`config.mk`:
```
export PLATFORM = sky130hd
export DESIGN_NAME = mem_cyc_seq
export DESIGN_NICKNAME = d
export VERILOG_FILES = /design/src/rtl/mem_cyc_seq_pkg.sv /design/src/rtl/mem_tmo_cnt.sv /design/src/rtl/mem_cyc_seq.sv
export SDC_FILE = /design/constraint.sdc
export NUM_CORES = 1
export LEC_CHECK = 0
export CORE_MARGIN = 2
export CORE_UTILIZATION = 49
export DETAILED_ROUTE_END_ITERATION = 8
export PLACE_DENSITY_LB_ADDON = 0.05
export SYNTH_ARGS = -nofsm -noshare
export SYNTH_HDL_FRONTEND = slang
export SYNTH_HIERARCHICAL = 1
export SYNTH_SLANG_ARGS = --single-unit
```
`constraint.sdc`:
```
create_clock -name b_clk_l -period 2.1 [get_ports b_clk_l]
set_input_delay 0.21 -clock b_clk_l [delete_from_list [all_inputs] [get_ports b_clk_l]]
set_output_delay 0.21 -clock b_clk_l [all_outputs]
set_load 0.02 [all_outputs]
```
`src/rtl/mem_cyc_seq_pkg.sv`:
```
// Shared types and defaults for the memory-cycle sequencer.
package mem_cyc_seq_pkg;

   typedef enum logic [1:0] {
      StIdle = 2'd0,
      StAddr = 2'd1,
      StWait = 2'd2
   } state_e;

   typedef enum logic {
      OwnUc = 1'b0,
      OwnPf = 1'b1
   } owner_e;

   localparam logic [7:0] TMO_CYC_DEF = 8'd255;

endpackage

```
`src/rtl/mem_tmo_cnt.sv`:
```
// Saturating WAIT-phase timeout counter with clear, enable and terminal-count flag.
module mem_tmo_cnt
   import mem_cyc_seq_pkg::*;
#(
   parameter int unsigned      TMO_W   = 8,
   parameter logic [TMO_W-1:0] TMO_CYC = TMO_W'(TMO_CYC_DEF)
) (
   input  logic clk_i,
   input  logic rst_ni,
   input  logic clr_i,
   input  logic en_i,
   output logic tc_o
);

   logic [TMO_W-1:0] cnt_q, cnt_d;

   always_comb begin
      cnt_d = cnt_q;
      if (clr_i) begin
         cnt_d = '0;
      end else if (en_i && (cnt_q < TMO_CYC)) begin
         cnt_d = cnt_q + TMO_W'(1);
      end
   end

   always_ff @(posedge clk_i or negedge rst_ni) begin
      if (!rst_ni) begin
         cnt_q <= '0;
      end else begin
         cnt_q <= cnt_d;
      end
   end

   // Fires on the increment that reaches TMO_CYC, so WAIT lasts exactly TMO_CYC cycles.
   assign tc_o = en_i && (({1'b0, cnt_q} + (TMO_W + 1)'(1)) >= {1'b0, TMO_CYC});

endmodule

```
`src/rtl/mem_cyc_seq.sv`:
```
// Memory cycle sequencer: arbitrates microcode vs prefetch references onto the CMI bus.
module mem_cyc_seq
   import mem_cyc_seq_pkg::*;
#(
   parameter int unsigned      TMO_W   = 8,
   parameter logic [TMO_W-1:0] TMO_CYC = TMO_W'(TMO_CYC_DEF)
) (
   input  logic b_clk_l,
   input  logic reset_l,
   input  logic ucode_req_h,
   input  logic ucode_read_h,
   input  logic ucode_sec_h,
   input  logic prefetch_req_h,
   input  logic cmi_grant_h,
   input  logic status_valid_l,
   input  logic status_err_h,
   output logic add_reg_ena_h,
   output logic cyc_in_prog_h,
   output logic pf_cyc_h,
   output logic read_h,
   output logic scnd_ref_h,
   output logic ucode_stall_h,
   output logic uc_done_h,
   output logic pf_done_h,
   output logic err_h,
   output logic timeout_h
);

   state_e state_q, state_d;
   owner_e owner_q, owner_d;
   logic   read_q, read_d;
   logic   sec_q, sec_d;
   logic   scnd_q, scnd_d;
   logic   uc_done_q, uc_done_d;
   logic   pf_done_q, pf_done_d;
   logic   err_q, err_d;
   logic   tmo_q, tmo_d;
   logic   cnt_clr, cnt_tc;
   logic   end_pulse;

   assign end_pulse = uc_done_q | pf_done_q | err_q | tmo_q;

   mem_tmo_cnt #(
      .TMO_W   (TMO_W),
      .TMO_CYC (TMO_CYC)
   ) u_tmo_cnt (
      .clk_i  (b_clk_l),
      .rst_ni (reset_l),
      .clr_i  (cnt_clr),
      .en_i   (state_q == StWait),
      .tc_o   (cnt_tc)
   );

   always_ff @(posedge b_clk_l or negedge reset_l) begin
      if (!reset_l) begin
         state_q   <= StIdle;
         owner_q   <= OwnUc;
         read_q    <= 1'b0;
         sec_q     <= 1'b0;
         scnd_q    <= 1'b0;
         uc_done_q <= 1'b0;
         pf_done_q <= 1'b0;
         err_q     <= 1'b0;
         tmo_q     <= 1'b0;
      end else begin
         state_q   <= state_d;
         owner_q   <= owner_d;
         read_q    <= read_d;
         sec_q     <= sec_d;
         scnd_q    <= scnd_d;
         uc_done_q <= uc_done_d;
         pf_done_q <= pf_done_d;
         err_q     <= err_d;
         tmo_q     <= tmo_d;
      end
   end

   always_comb begin
      state_d   = state_q;
      owner_d   = owner_q;
      read_d    = read_q;
      sec_d     = sec_q;
      scnd_d    = scnd_q;
      uc_done_d = 1'b0;
      pf_done_d = 1'b0;
      err_d     = 1'b0;
      tmo_d     = 1'b0;
      cnt_clr   = 1'b0;
      unique case (state_q)
         StIdle: begin
            // The pulse cycle is the mandatory idle gap; requests wait for the next one.
            if (!end_pulse) begin
               if (ucode_req_h) begin
                  state_d = StAddr;
                  owner_d = OwnUc;
                  read_d  = ucode_read_h;
                  sec_d   = ucode_sec_h;
                  scnd_d  = 1'b0;
               end else if (prefetch_req_h) begin
                  state_d = StAddr;
                  owner_d = OwnPf;
                  read_d  = 1'b1;
                  sec_d   = 1'b0;
                  scnd_d  = 1'b0;
               end
            end
         end
         StAddr: begin
            if (cmi_grant_h) begin
               state_d = StWait;
               cnt_clr = 1'b1;
            end else if ((owner_q == OwnPf) && !prefetch_req_h) begin
               state_d = StIdle;
            end
         end
         StWait: begin
            if (!status_valid_l) begin
               if (status_err_h) begin
                  state_d = StIdle;
                  err_d   = 1'b1;
               end else if (sec_q && !scnd_q) begin
                  state_d = StAddr;
                  scnd_d  = 1'b1;
               end else begin
                  state_d   = StIdle;
                  uc_done_d = (owner_q == OwnUc);
                  pf_done_d = (owner_q == OwnPf);
               end
            end else if (cnt_tc) begin
               state_d = StIdle;
               tmo_d   = 1'b1;
            end
         end
         default: state_d = StIdle;
      endcase
   end

   always_comb begin
      add_reg_ena_h = (state_q == StAddr);
      cyc_in_prog_h = (state_q == StWait);
      pf_cyc_h      = (state_q != StIdle) && (owner_q == OwnPf);
      read_h        = (state_q != StIdle) && read_q;
      scnd_ref_h    = (state_q != StIdle) && scnd_q;
      uc_done_h     = uc_done_q;
      pf_done_h     = pf_done_q;
      err_h         = err_q;
      timeout_h     = tmo_q;
      ucode_stall_h = reset_l && ucode_req_h && !(uc_done_q || err_q || tmo_q);
   end

endmodule

```
After elaboration in Yosys (flattened, before gate mapping)
Index checks and enable logic that the tools add are counted.
{ "classes": {"n_lt_le_gt_ge": 2, "reduce_logical": 22, "n_mux": 39, "n_bitwise": 5, "addsub": 2, "n_eq_ne": 9} }
{ "ops": {"columns": ["op", "count"], "rows": [
  ["$mux W1", 28],
  ["$mux W8", 2],
  ["$mux W2", 7],
  ["$add A8 B1 Y9 const B", 1],
  ["$ge A9 B8 Y1 const B", 1],
  ["$logic_and A1 B1 Y1", 9],
  ["$add A8 B1 Y8 const B", 1],
  ["$lt A8 B8 Y1 const B", 1],
  ["$ne A2 B2 Y1 const B", 4],
  ["$reduce_bool A2 Y1", 4],
  ["$ne A3 B3 Y1 const B", 2],
  ["$pmux W2 S3", 1],
  ["$reduce_and A6 Y1", 1],
  ["$reduce_and A4 Y1", 1],
  ["$logic_not A1 Y1", 3],
  ["$ne A3 B2 Y1 const B", 1],
  ["$or A1 B1 Y1", 3],
  ["$reduce_and A3 Y1", 1],
  ["$eq A2 B1 Y1 const B", 1],
  ["$eq A2 B2 Y1 const B", 1],
  ["$logic_not A2 Y1", 1],
  ["$logic_or A1 B1 Y1", 2],
  ["$not A1 Y1", 2],
  ["$pmux W1 S2", 1]
]} }
{ "word_totals": {"out_inout_bits": 10, "elab_cells": 89, "in_bits": 9, "reg_bits": 18} }

Logic depth before layout (Yosys ltp)
Gate-level depths: netlist of run 1.
{ "logic_depth": {"word_depth": 6, "depth_mapped": 7} }

By module
The synthesis of run 1 kept the hierarchy.
{ "modules_own_cells": {"columns": ["mod", "instances", "area_each_um2", "cells_each"], "rows": [
  ["mem_cyc_seq", 1, 479.2, 44],
  ["mem_tmo_cnt", 1, 467.9, 50]
]} }

Worst setup path after synthesis of run 1
No wires, ideal clock.
{ "synth_path": {"path_type": "register -> register", "startpoint": "reg u_tmo_cnt.cnt_q[0]", "endpoint": "reg tmo_q, in the netlist timeout_h", "setup_slack_ns": 0.640, "arrival_ns": 1.393, "required_time_ns": 2.033, "setup_ns": 0.067, "path_buffers": 0, "stages_incl_launch_ff": 8, "path_cell_list": "dfrtp_1 -> inv_1 -> ha_1 -> nor2_1 -> o21ai_0 -> o21a_1 -> nor3b_2 -> and3_1"} }
{ "synth_between": {"elab_chain_cells": 6} }
{ "synth_lines": {"columns": ["element", "line_no", "rtl"], "rows": [
  ["start: declaration", "mem_tmo_cnt.sv:15", "logic [TMO_W-1:0] cnt_q, cnt_d;"],
  ["start signal: assignment", "mem_tmo_cnt.sv:30", "cnt_q <= cnt_d;"],
  ["$add A8 B1 Y9", "mem_tmo_cnt.sv:35", "assign tc_o = en_i && (({1'b0, cnt_q} + (TMO_W + 1)'(1)) >= {1'b0, TMO_CYC});"],
  ["$ge A9 B8 Y1", "mem_tmo_cnt.sv:35", null],
  ["$logic_and A1 B1 Y1", "mem_tmo_cnt.sv:35", null],
  ["net cnt_tc", "mem_cyc_seq.sv:38", "logic cnt_clr, cnt_tc;"],
  ["$mux W1", "mem_cyc_seq.sv:129", "end else if (cnt_tc) begin"],
  ["$mux W1", "mem_cyc_seq.sv:117", "if (!status_valid_l) begin"],
  ["$mux W1", "mem_cyc_seq.sv:89", "unique case (state_q)"],
  ["net tmo_d", "mem_cyc_seq.sv:37", "logic tmo_q, tmo_d;"],
  ["end signal: assignment", "mem_cyc_seq.sv:74", "tmo_q <= tmo_d;"],
  ["end: declaration", "mem_cyc_seq.sv:37", null]
]} }
The timed path passes the listed nets, and every way through them passes these cells.
A chain may end at the register's enable or synchronous reset.

Worst setup path after layout of run 1
{ "layout_path": {"startpoint": "reg state_q[0]", "endpoint": "out cyc_in_prog_h"} }
{ "layout_between": {"elab_chain_cells": 1} }
{ "layout_lines": {"columns": ["element", "line_no", "rtl"], "rows": [
  ["start: declaration", "mem_cyc_seq.sv:29", "state_e state_q, state_d;"],
  ["start signal: assignment", "mem_cyc_seq.sv:56", "state_q <= StIdle;"],
  ["start signal: assignment", "mem_cyc_seq.sv:66", "state_q <= state_d;"],
  ["$eq A2 B2 Y1", "mem_cyc_seq.sv:140", "cyc_in_prog_h = (state_q == StWait);"],
  ["end: declaration", "mem_cyc_seq.sv:18", "output logic cyc_in_prog_h,"]
]} }
No other way between the ends.

==> results of run 1 <==
-- path summary, 6_finish.rpt --
kind	slack (ns)	endpoint	start
max	0.18	cyc_in_prog_h	state_q[0]$_DFFE_PN0P_
min in group b_clk_l	0.49	sec_q$_DFFE_PN0P_	ucode_sec_h
min	0.27	err_h$_DFF_PN0_	reset_l
max in group asynchronous	1.63	u_tmo_cnt/cnt_q[0]$_DFFE_PN0P_	reset_l
min reg2reg	0.53	read_q$_DFFE_PN0P_	read_q$_DFFE_PN0P_
max reg2reg	0.49	state_q[1]$_DFFE_PN0P_	u_tmo_cnt/cnt_q[0]$_DFFE_PN0P_
-- power by group --
| group | internal, mW | leakage (nW) | switching (mW) | total (mW) |
|---|---|---|---|---|
| Combinational | 0.267 | 0.280 | 0.291 | 0.558 |
| Clock | 0.0666 | 0.0138 | 0.101 | 0.167 |
| Sequential | 0.426 | 0.238 | 0.0863 | 0.513 |
| Total | 0.760 | 0.532 | 0.478 | 1.24 |
-- kinds of logic after synthesis --
family | Yosys count | share of synthesized area (%)
adders and majority gates | 2 | 2.642
xor gates and xnor gates | 4 | 3.699
and+or+nand+nor | 40 | 23.91
AOI/OAI and AO/OA | 17 | 13.87
buffers and inverters | 9 | 3.566
DFF | 18 | 47.56
muxes | 4 | 4.755
-- per-layer routing --
metal,share of wire (%),wire length (µm),vias to the layer above
met5,0,0,-
met4,0.64,12,0
met3,4.6,86,2
met2,48,908,17
met1,46,867,366
li1,-,-,379
-- state kept, by name, indices dropped and copies added, names as in the netlist --
signal	count
err_h	1
owner_q	1
pf_done_h	1
read_q	1
scnd_q	1
sec_q	1
state_q	2
timeout_h	1
u_tmo_cnt/cnt_q	8
uc_done_h	1
-- stage by stage --
step	power [mW]	setup slack [ns]	utilization, %
after global placement	1.060	0.3319	66.31
after floorplan	0.8766	0.6402	-
after detailed placement	1.072	0.3404	66.31
after CTS	1.243	0.05675	67.59
final	1.238	0.1797	67.59
after global routing	1.335	0.04516	67.59
-- layout by cell type, fill, tap and decap left out, drive strengths merged --
cell type,count
dfrtp,18
clkdlybuf4s50,18
nor2,12
inv,8
and3,7
nand2,6
a21oi,4
nor2b,3
nand2b,3
mux2i,3
clkbuf,3
nand4,3
a311oi,3
nor4,3
buf,2
xnor2,2
xor2,2
o21a,2
a211oi,2
ha,2
nor3,1
o211a,1
a211o,1
mux2,1
o32ai,1
o21bai,1
o21ai,1
nand3,1
nor3b,1
o211ai,1
-- area by class of cell --
cell class / count / area [µm²]
Multi-Input combinational cell: 67 / 462.9
Tap cell: 25 / 31.28
Clock buffer: 3 / 22.52
Timing Repair Buffer: 20 / 195.2
Sequential cell: 18 / 450.4
Fill cell: 156 / 571.8
Inverter: 8 / 30.03
-- what timing repair did --
action,4_1_cts,5_1_grt
endpoints found under the setup margin,0,1
endpoints found under the hold margin,0,0
gates resized for setup,0,1
hold buffers,0,0
-- worst max-delay path, stage by stage (launching register included) --
cell and delay, ns:
dfrtp_1 0.42, nand2b_1 0.21, inv_2 0.17, clkdlybuf4s50_1 0.63
==> results.ini, run 1 <==
[global_routing]
met1_usage_pct = 28.23
grt_pass1_wl_um = 3215
grt_remaining_overflow = 0
grtUsageMet2_pct = 32.80
globalRoute.busiestLayer = met2
first_global_vias = 712
use_met3_pct = 5.660
grt_use_total_pct = 20.89
antenna_found_initial = 0
grt_max_degree = 19

[placement]
place_inst = 138
post_dp_cell_area_um2 = 1170
dp_hpwl_um = 1416
gp_congestion = 0.7995
port_buffers = 18

[sta]
rsz0062_at_grt = false
setup-tns-final_ns = 0
worstMarginPinSlew_ns = 0.5989
fin_crit_ns = 1.920
timing.final.crit_share_pct = 91.44
fmax_mhz = 520.8
slew-limit-headroom_pct = 59.93
finClkSkew_ns = 0.004687
final_hold_viol_count = 0
holdWs_ns = 0.2738
slew_viol_final = 0
finalSetupViolations = 0

[routing]
drt_wl_total_um = 1873
drt-initial-drc-count = 17
final_antenna_net_count = 0
dr_total_vias = 764
routed_wire_length_per_instance_um = 13.28
vias_per_cell = 5.418
first_pass_iters = 4
drc = 0

[finish]
antenna_cells = 0
design_area_um2 = 1192
syn_to_final_growth_pct = 25.89
drive_above_1_share_pct = 9.483
nets = 129
final_cells = 141

[logic_synthesis]
ys_ff_latch = 18
synthTopCellsByCount = dfrtp_1 (18), nor2_1 (11), inv_1 (8)
synth_top_area_share_pct = 47.56
synth_edf_count = 0
async_reset_ff_share_pct = 100.0
synthFlopType = dfrtp_1
yosysWarningCount = 6
yosysUniqueCellTypes = 30
synthCells = 94
post-synth-top-count-cell = dfrtp_1
seq_area_frac_synth_pct = 47.56
syn_nets = 105
netlist_top_cells_area = dfrtp_1 (48%), and3_1 (4.6%), nor2_1 (4.4%)
synth_area_per_cell_um2 = 10.08
synth_area_um2 = 947.2
yosysTopAreaCell = dfrtp_1

[setup_path]
end_kind = primary output
cp.arrival_ns = 1.71
crit_path_start_kind = flip-flop
path_max_fanout = 11
worstSetupPathType = flip-flop to primary output
reg2reg_depth = 7
cp_data_required_time_ns = 1.89

[floorplanning]
row_count = 15
io_pins = 19
die_h_um = 47.97
dieArea_um2 = 2301
start_util_pct = 53.69
core_um2 = 1764
die_w_um = 47.97

[clock_network]
root_buffer = clkbuf_4
clockBufferDepth = 2
clock_latency_ns = 0.29
clk_pin_slew_worst_paths_ns = 0.10
post_cts_buffers = 0
htreeDepth = 1
cts_tree = done
cts_buffers = 3
clock_sinks = 18

[outcome]
outcome = finished, final reports clean

[pwr]
vdd_drop_max_mv = 0.7754
p_per_area_nw_per_um2 = 1038
p_leak_nw = 0.5319

[worst_hold_path]
hp-class = input port to asynchronous set/reset pin

[run]
drv_cap = 0

Power figures use the tool's default switching activity.
==> inputs of run 2 (changes only) <==
CAP_MARGIN = 10   (was default)
clock period = 2 ns   (was 2.1 ns; I/O delays follow)
==> results.ini, run 2 (synthesis results as in run 1) <==
[setup_path]
end_kind = primary output
cp_data_required_time_ns = 1.80  ; -0.09 ns
path_max_fanout = 3  ; -8
crit_path_start_kind = flip-flop
cp.arrival_ns = 1.64  ; -0.07 ns
worstSetupPathType = flip-flop to primary output

[floorplanning]
core_um2 = 1764  ; unchanged
row_count = 15  ; unchanged
io_pins = 19  ; unchanged
start_util_pct = 53.69  ; unchanged
die_w_um = 47.97  ; unchanged
die_h_um = 47.97  ; unchanged
dieArea_um2 = 2301  ; unchanged

[finish]
design_area_um2 = 1200  ; +0.63%
syn_to_final_growth_pct = 26.68
nets = 130  ; +0.78%
regMostFlops = u_tmo_cnt/cnt_q
most-common-layout-cells = dfrtp_1 (18), clkdlybuf4s50_1 (18), nor2_1 (11), inv_1 (8), and3_1 (7)
drive_above_1_share_pct = 9.402  ; -0.081 points
top_regs = u_tmo_cnt/cnt_q: 8 flops, state_q: 2 flops
antenna_cells = 0  ; unchanged
final_cells = 142  ; +0.71%
largest_reg_flops = 8  ; unchanged

[routing]
drt-initial-drc-count = 14  ; -3
routed_wire_length_per_instance_um = 13.61  ; +2.5%
first_pass_iters = 4  ; unchanged
final_antenna_net_count = 0  ; unchanged
drc = 0  ; unchanged
vias_per_cell = 5.359  ; -1.1%
dr_total_vias = 761  ; -0.39%
drt_wl_total_um = 1933  ; +3.2%

[clock_network]
root_buffer = clkbuf_4
cts_buffers = 3  ; unchanged
clk_pin_slew_worst_paths_ns = 0.09  ; about the same
post_cts_buffers = 0  ; unchanged
clock_latency_ns = 0.28  ; about the same
clockBufferDepth = 2  ; unchanged
hold_buffers = 0  ; unchanged
ctsResizeCount = 0  ; unchanged
clock_sinks = 18  ; unchanged
htreeDepth = 1  ; unchanged
cts_tree = done

[sta]
holdWs_ns = 0.2675  ; -0.006304 ns
slew_viol_final = 0  ; unchanged
finClkSkew_ns = 0.0006745  ; -0.004012 ns
fin_crit_ns = 1.837
finalSetupViolations = 0  ; unchanged
setup-tns-final_ns = 0  ; unchanged
fmax_mhz = 544.3
slew-limit-headroom_pct = 60.51  ; +0.58 points
worstMarginPinSlew_ns = 0.5902  ; -0.008732 ns
final_hold_viol_count = 0  ; unchanged
timing.final.crit_share_pct = 91.86
rsz0062_at_grt = false

[pwr]
p_leak_nw = 0.5393  ; +1.4%
p_per_area_nw_per_um2 = 1090  ; +5.0%
vdd_drop_max_mv = 0.7577  ; -2.3%

[global_routing]
grt_remaining_overflow = 0  ; unchanged
grt_use_total_pct = 20.09  ; -0.80 points
grt_max_degree = 19  ; unchanged
first_global_vias = 708  ; -0.56%
grt_pass1_wl_um = 3118  ; -3.0%
antenna_found_initial = 0  ; unchanged

[placement]
post_dp_cell_area_um2 = 1177  ; +0.64%
port_buffers = 18  ; unchanged
place_inst = 139  ; +0.72%
gp_congestion = 0.7730  ; -3.3%
dp_hpwl_um = 1446  ; +2.1%

[worst_hold_path]
hp-class = input port to asynchronous set/reset pin

[outcome]
outcome = finished, final reports clean

[run]
drv_cap = 0  ; unchanged

run 2: cell count changes in the layout (fill, tap and decap cells not counted):
cell	before	now
buf_4	2	3
inv_1	7	8
inv_2	1	0
run 2: through the flow:
stage | worst slack (ns) | utilization (%) | total power [mW]
2_1_floorplan | 0.5402 | - | 0.9204
3_3_place_gp | 0.2535 | 66.74 | 1.127
3_5_place_dp | 0.2561 | 66.74 | 1.141
4_1_cts | 0.1492 | 68.01 | 1.319
5_1_grt | 0.02493 | 68.01 | 1.413
6_report | 0.1627 | 68.01 | 1.308
run 2: power breakdown:
group | internal [mW] | switching, mW | total, mW | leakage [nW]
Combinational | 0.289 | 0.308 | 0.597 | 0.287
Clock | 0.0699 | 0.104 | 0.174 | 0.0138
Sequential | 0.448 | 0.0895 | 0.537 | 0.238
Total | 0.807 | 0.501 | 1.31 | 0.539
run 2: final timing paths:
kind                                           to  cells past startpoint  slack (ns)                           start
setup / recovery                    ucode_stall_h                      2        0.16             uc_done_h$_DFF_PN0_
hold / removal                 read_q$_DFFE_PN0P_                      2        0.27                         reset_l
setup reg to reg           state_q[1]$_DFFE_PN0P_                      6        0.38  u_tmo_cnt/cnt_q[0]$_DFFE_PN0P_
hold reg to reg                read_q$_DFFE_PN0P_                      1        0.52              read_q$_DFFE_PN0P_
max in group asynchronous      scnd_q$_DFFE_PN0P_                      2        1.53                         reset_l
min in group b_clk_l            sec_q$_DFFE_PN0P_                      3        0.48                     ucode_sec_h
run 2: area by class of cell:
cell class              count  area (µm²)
inverters                   8       30.03
clock buffers               3       22.52
repair buffers             21       202.7
well taps                  25       31.28
fillers                   147       564.3
multi-input cells          67       462.9
flip-flops and latches     18       450.4
run 2: routing by layer:
layer | GRT usage [%] | routed length (µm) | vias up
met2 | 30.93 | 914 | 11
met3 | 4.528 | 50 | 2
li1 | - | - | 381
met5 | 0 | 0 | -
met1 | 28.16 | 955 | 367
met4 | 6.486 | 12 | 0
run 2: critical path, cell delays in order (launching register included):
cell and delay (ns):
dfrtp_1 0.43, nor4_1 0.28, clkdlybuf4s50_1 0.64
==> inputs of run 3 (changes only) <==
CORE_UTILIZATION = 25   (was 49)
==> results.ini, run 3 (synthesis results as in run 1) <==
[outcome]
outcome = finished, final reports clean

[routing]
routed_wire_length_per_instance_um = 12.34  ; -9.4%
first_pass_iters = 2  ; -2
dr_total_vias = 756  ; -0.66%
drt-initial-drc-count = 37  ; +23
drc = 0  ; unchanged
vias_per_cell = 4.527  ; -16%
drt_wl_total_um = 2060  ; +6.6%
final_antenna_net_count = 0  ; unchanged

[setup_path]
cp_data_required_time_ns = 1.80  ; about the same
end_kind = primary output
worstReg2RegStart = u_tmo_cnt/cnt_q[0]$_DFFE_PN0P_
worstSetupPathType = flip-flop to primary output
crit_path_start_kind = flip-flop
cp.arrival_ns = 1.59  ; -0.05 ns
max_stage_delay_ns = 0.64  ; about the same
reg2reg_to = timeout_h$_DFF_PN0_
reg2reg_depth = 7  ; +1
path_max_fanout = 3  ; unchanged
reg2reg_slack_ns = 0.36  ; -0.02 ns
cp_slowest_cell = clkdlybuf4s50_1
crit_chain = nor4_1 > clkdlybuf4s50_1

[sta]
slew-limit-headroom_pct = 71.83  ; +11 points
finalSetupViolations = 0  ; unchanged
fmax_mhz = 557.6  ; +2.4%
finClkSkew_ns = 0.006825  ; +0.006151 ns
rsz0062_at_grt = false
timing.final.crit_share_pct = 89.68  ; -2.2 points
setup-tns-final_ns = 0  ; unchanged
fin_crit_ns = 1.794  ; -0.04374 ns
worstMarginPinSlew_ns = 0.4186  ; -0.1716 ns
final_hold_viol_count = 0  ; unchanged
slew_viol_final = 0  ; unchanged

[pwr]
switchingPower_mw = 0.5271  ; +5.1%
intPower_mw = 0.9191  ; +14%
p_sw_share_pct = 36.45  ; -1.9 points
power_frac_seq_pct = 37.2  ; -3.9 points
vdd_drop_max_mv = 0.4590  ; -39%
p_per_area_nw_per_um2 = 1140  ; +4.6%
p_leak_nw = 0.5595  ; +3.7%
pwr-share-clk_pct = 20.7  ; +7.4 points
share_comb_of_total_power_pct = 42.1  ; -3.5 points

[finish]
nets = 131  ; +0.77%
final_cells = 167  ; +18%
syn_to_final_growth_pct = 33.95
drive_above_1_share_pct = 10.92  ; +1.5 points
most-common-layout-cells = dfrtp_1 (18), clkdlybuf4s50_1 (18), nor2_1 (11), inv_1 (8), and3_1 (7)
largest_reg_flops = 8  ; unchanged
design_area_um2 = 1269  ; +5.7%
regMostFlops = u_tmo_cnt/cnt_q
antenna_cells = 0  ; unchanged
top_regs = u_tmo_cnt/cnt_q: 8 flops, state_q: 2 flops

[clock_network]
hold_buffers = 0  ; unchanged
clock_latency_ns = 0.25  ; -0.03 ns
cts_buffers = 3  ; unchanged
ctsResizeCount = 0  ; unchanged
htreeDepth = 1  ; unchanged
clockBufferDepth = 2  ; unchanged
root_buffer = clkbuf_8
clock_sinks = 18  ; unchanged
post_cts_buffers = 0  ; unchanged
clk_pin_slew_worst_paths_ns = 0.07  ; -0.02 ns
cts_tree = done

[global_routing]
grt_use_total_pct = 10.77  ; -9.3 points
grt_remaining_overflow = 0  ; unchanged
first_global_vias = 763  ; +7.8%
grt_max_degree = 19  ; unchanged
grt_pass1_wl_um = 3491  ; +12%
antenna_found_initial = 0  ; unchanged

[run]
drv_cap = 0  ; unchanged

[floorplanning]
row_count = 22  ; +7
dieArea_um2 = 4297  ; +87%
core_um2 = 3661  ; +110%
die_h_um = 65.55  ; +37%
io_pins = 19  ; unchanged
start_util_pct = 25.87  ; -28 points
die_w_um = 65.55  ; +37%

[placement]
place_inst = 163  ; +17%
post_dp_cell_area_um2 = 1214  ; +3.1%
gp_congestion = 0.7532  ; -2.6%
port_buffers = 18  ; unchanged
dp_hpwl_um = 1588  ; +9.8%

[worst_hold_path]
hp-class = input port to asynchronous set/reset pin

[run 3: how the worst max path moves through the flow]
stage | startpoint | slack, ns | to | cells after the start
2_1_floorplan | u_tmo_cnt/cnt_q[0]$_DFFE_PN0P_ | 0.54 | timeout_h$_DFF_PN0_ | 7
3_3_place_gp | ucode_req_h | 0.22 | ucode_stall_h | 4
3_5_place_dp | ucode_req_h | 0.22 | ucode_stall_h | 4
4_1_cts | uc_done_h$_DFF_PN0_ | 0.19 | ucode_stall_h | 2
5_1_grt | uc_done_h$_DFF_PN0_ | 0.06 | ucode_stall_h | 2
6_report | uc_done_h$_DFF_PN0_ | 0.21 | ucode_stall_h | 2
[run 3: cell type report]
cell class	instances	area (µm²)
inverter	8	30.03
sequential	18	450.4
timing repair buffer	22	210.2
tap	48	60.06
clock buffer	4	55.05
fill	378	2392
multi-input combinational	67	462.9
[run 3: routing by layer]
| layer | vias up | track usage (%) | routed length [µm] |
|---|---|---|---|
| li1 | 382 | - | - |
| met1 | 363 | 14.90 | 1031 |
| met2 | 9 | 16.71 | 945 |
| met3 | 2 | 3.082 | 66 |
| met4 | 0 | 2.344 | 17 |
| met5 | - | 0 | 0 |
[run 3: power groups by stage]
stage	clock (mW)	combinational [mW]	sequential [mW]
after global routing	0.325	0.674	0.552
after floorplan	0	0.389	0.531
after global placement	0	0.617	0.542
after detailed placement	0	0.620	0.545
after CTS	0.310	0.623	0.538
final	0.299	0.609	0.538
[run 3: critical path: cells and delay by family, from the launching register on]
family,cells,cell delay (ns)
buffers and inverters,1,0.64
flip-flops,1,0.42
AND/OR/NAND/NOR,1,0.27
[run 3: stage by stage]
stage                     hold slack (ns)  util, %  total power [mW]  setup slack, ns
after global placement             0.4860    33.15             1.159           0.2165
final                              0.3032    34.65             1.446           0.2064
after global routing               0.3413    34.65             1.551          0.06100
after floorplan                  -0.09559        -            0.9204           0.5402
after CTS                          0.3150    34.65             1.472           0.1912
after detailed placement           0.4873    33.15             1.165           0.2177
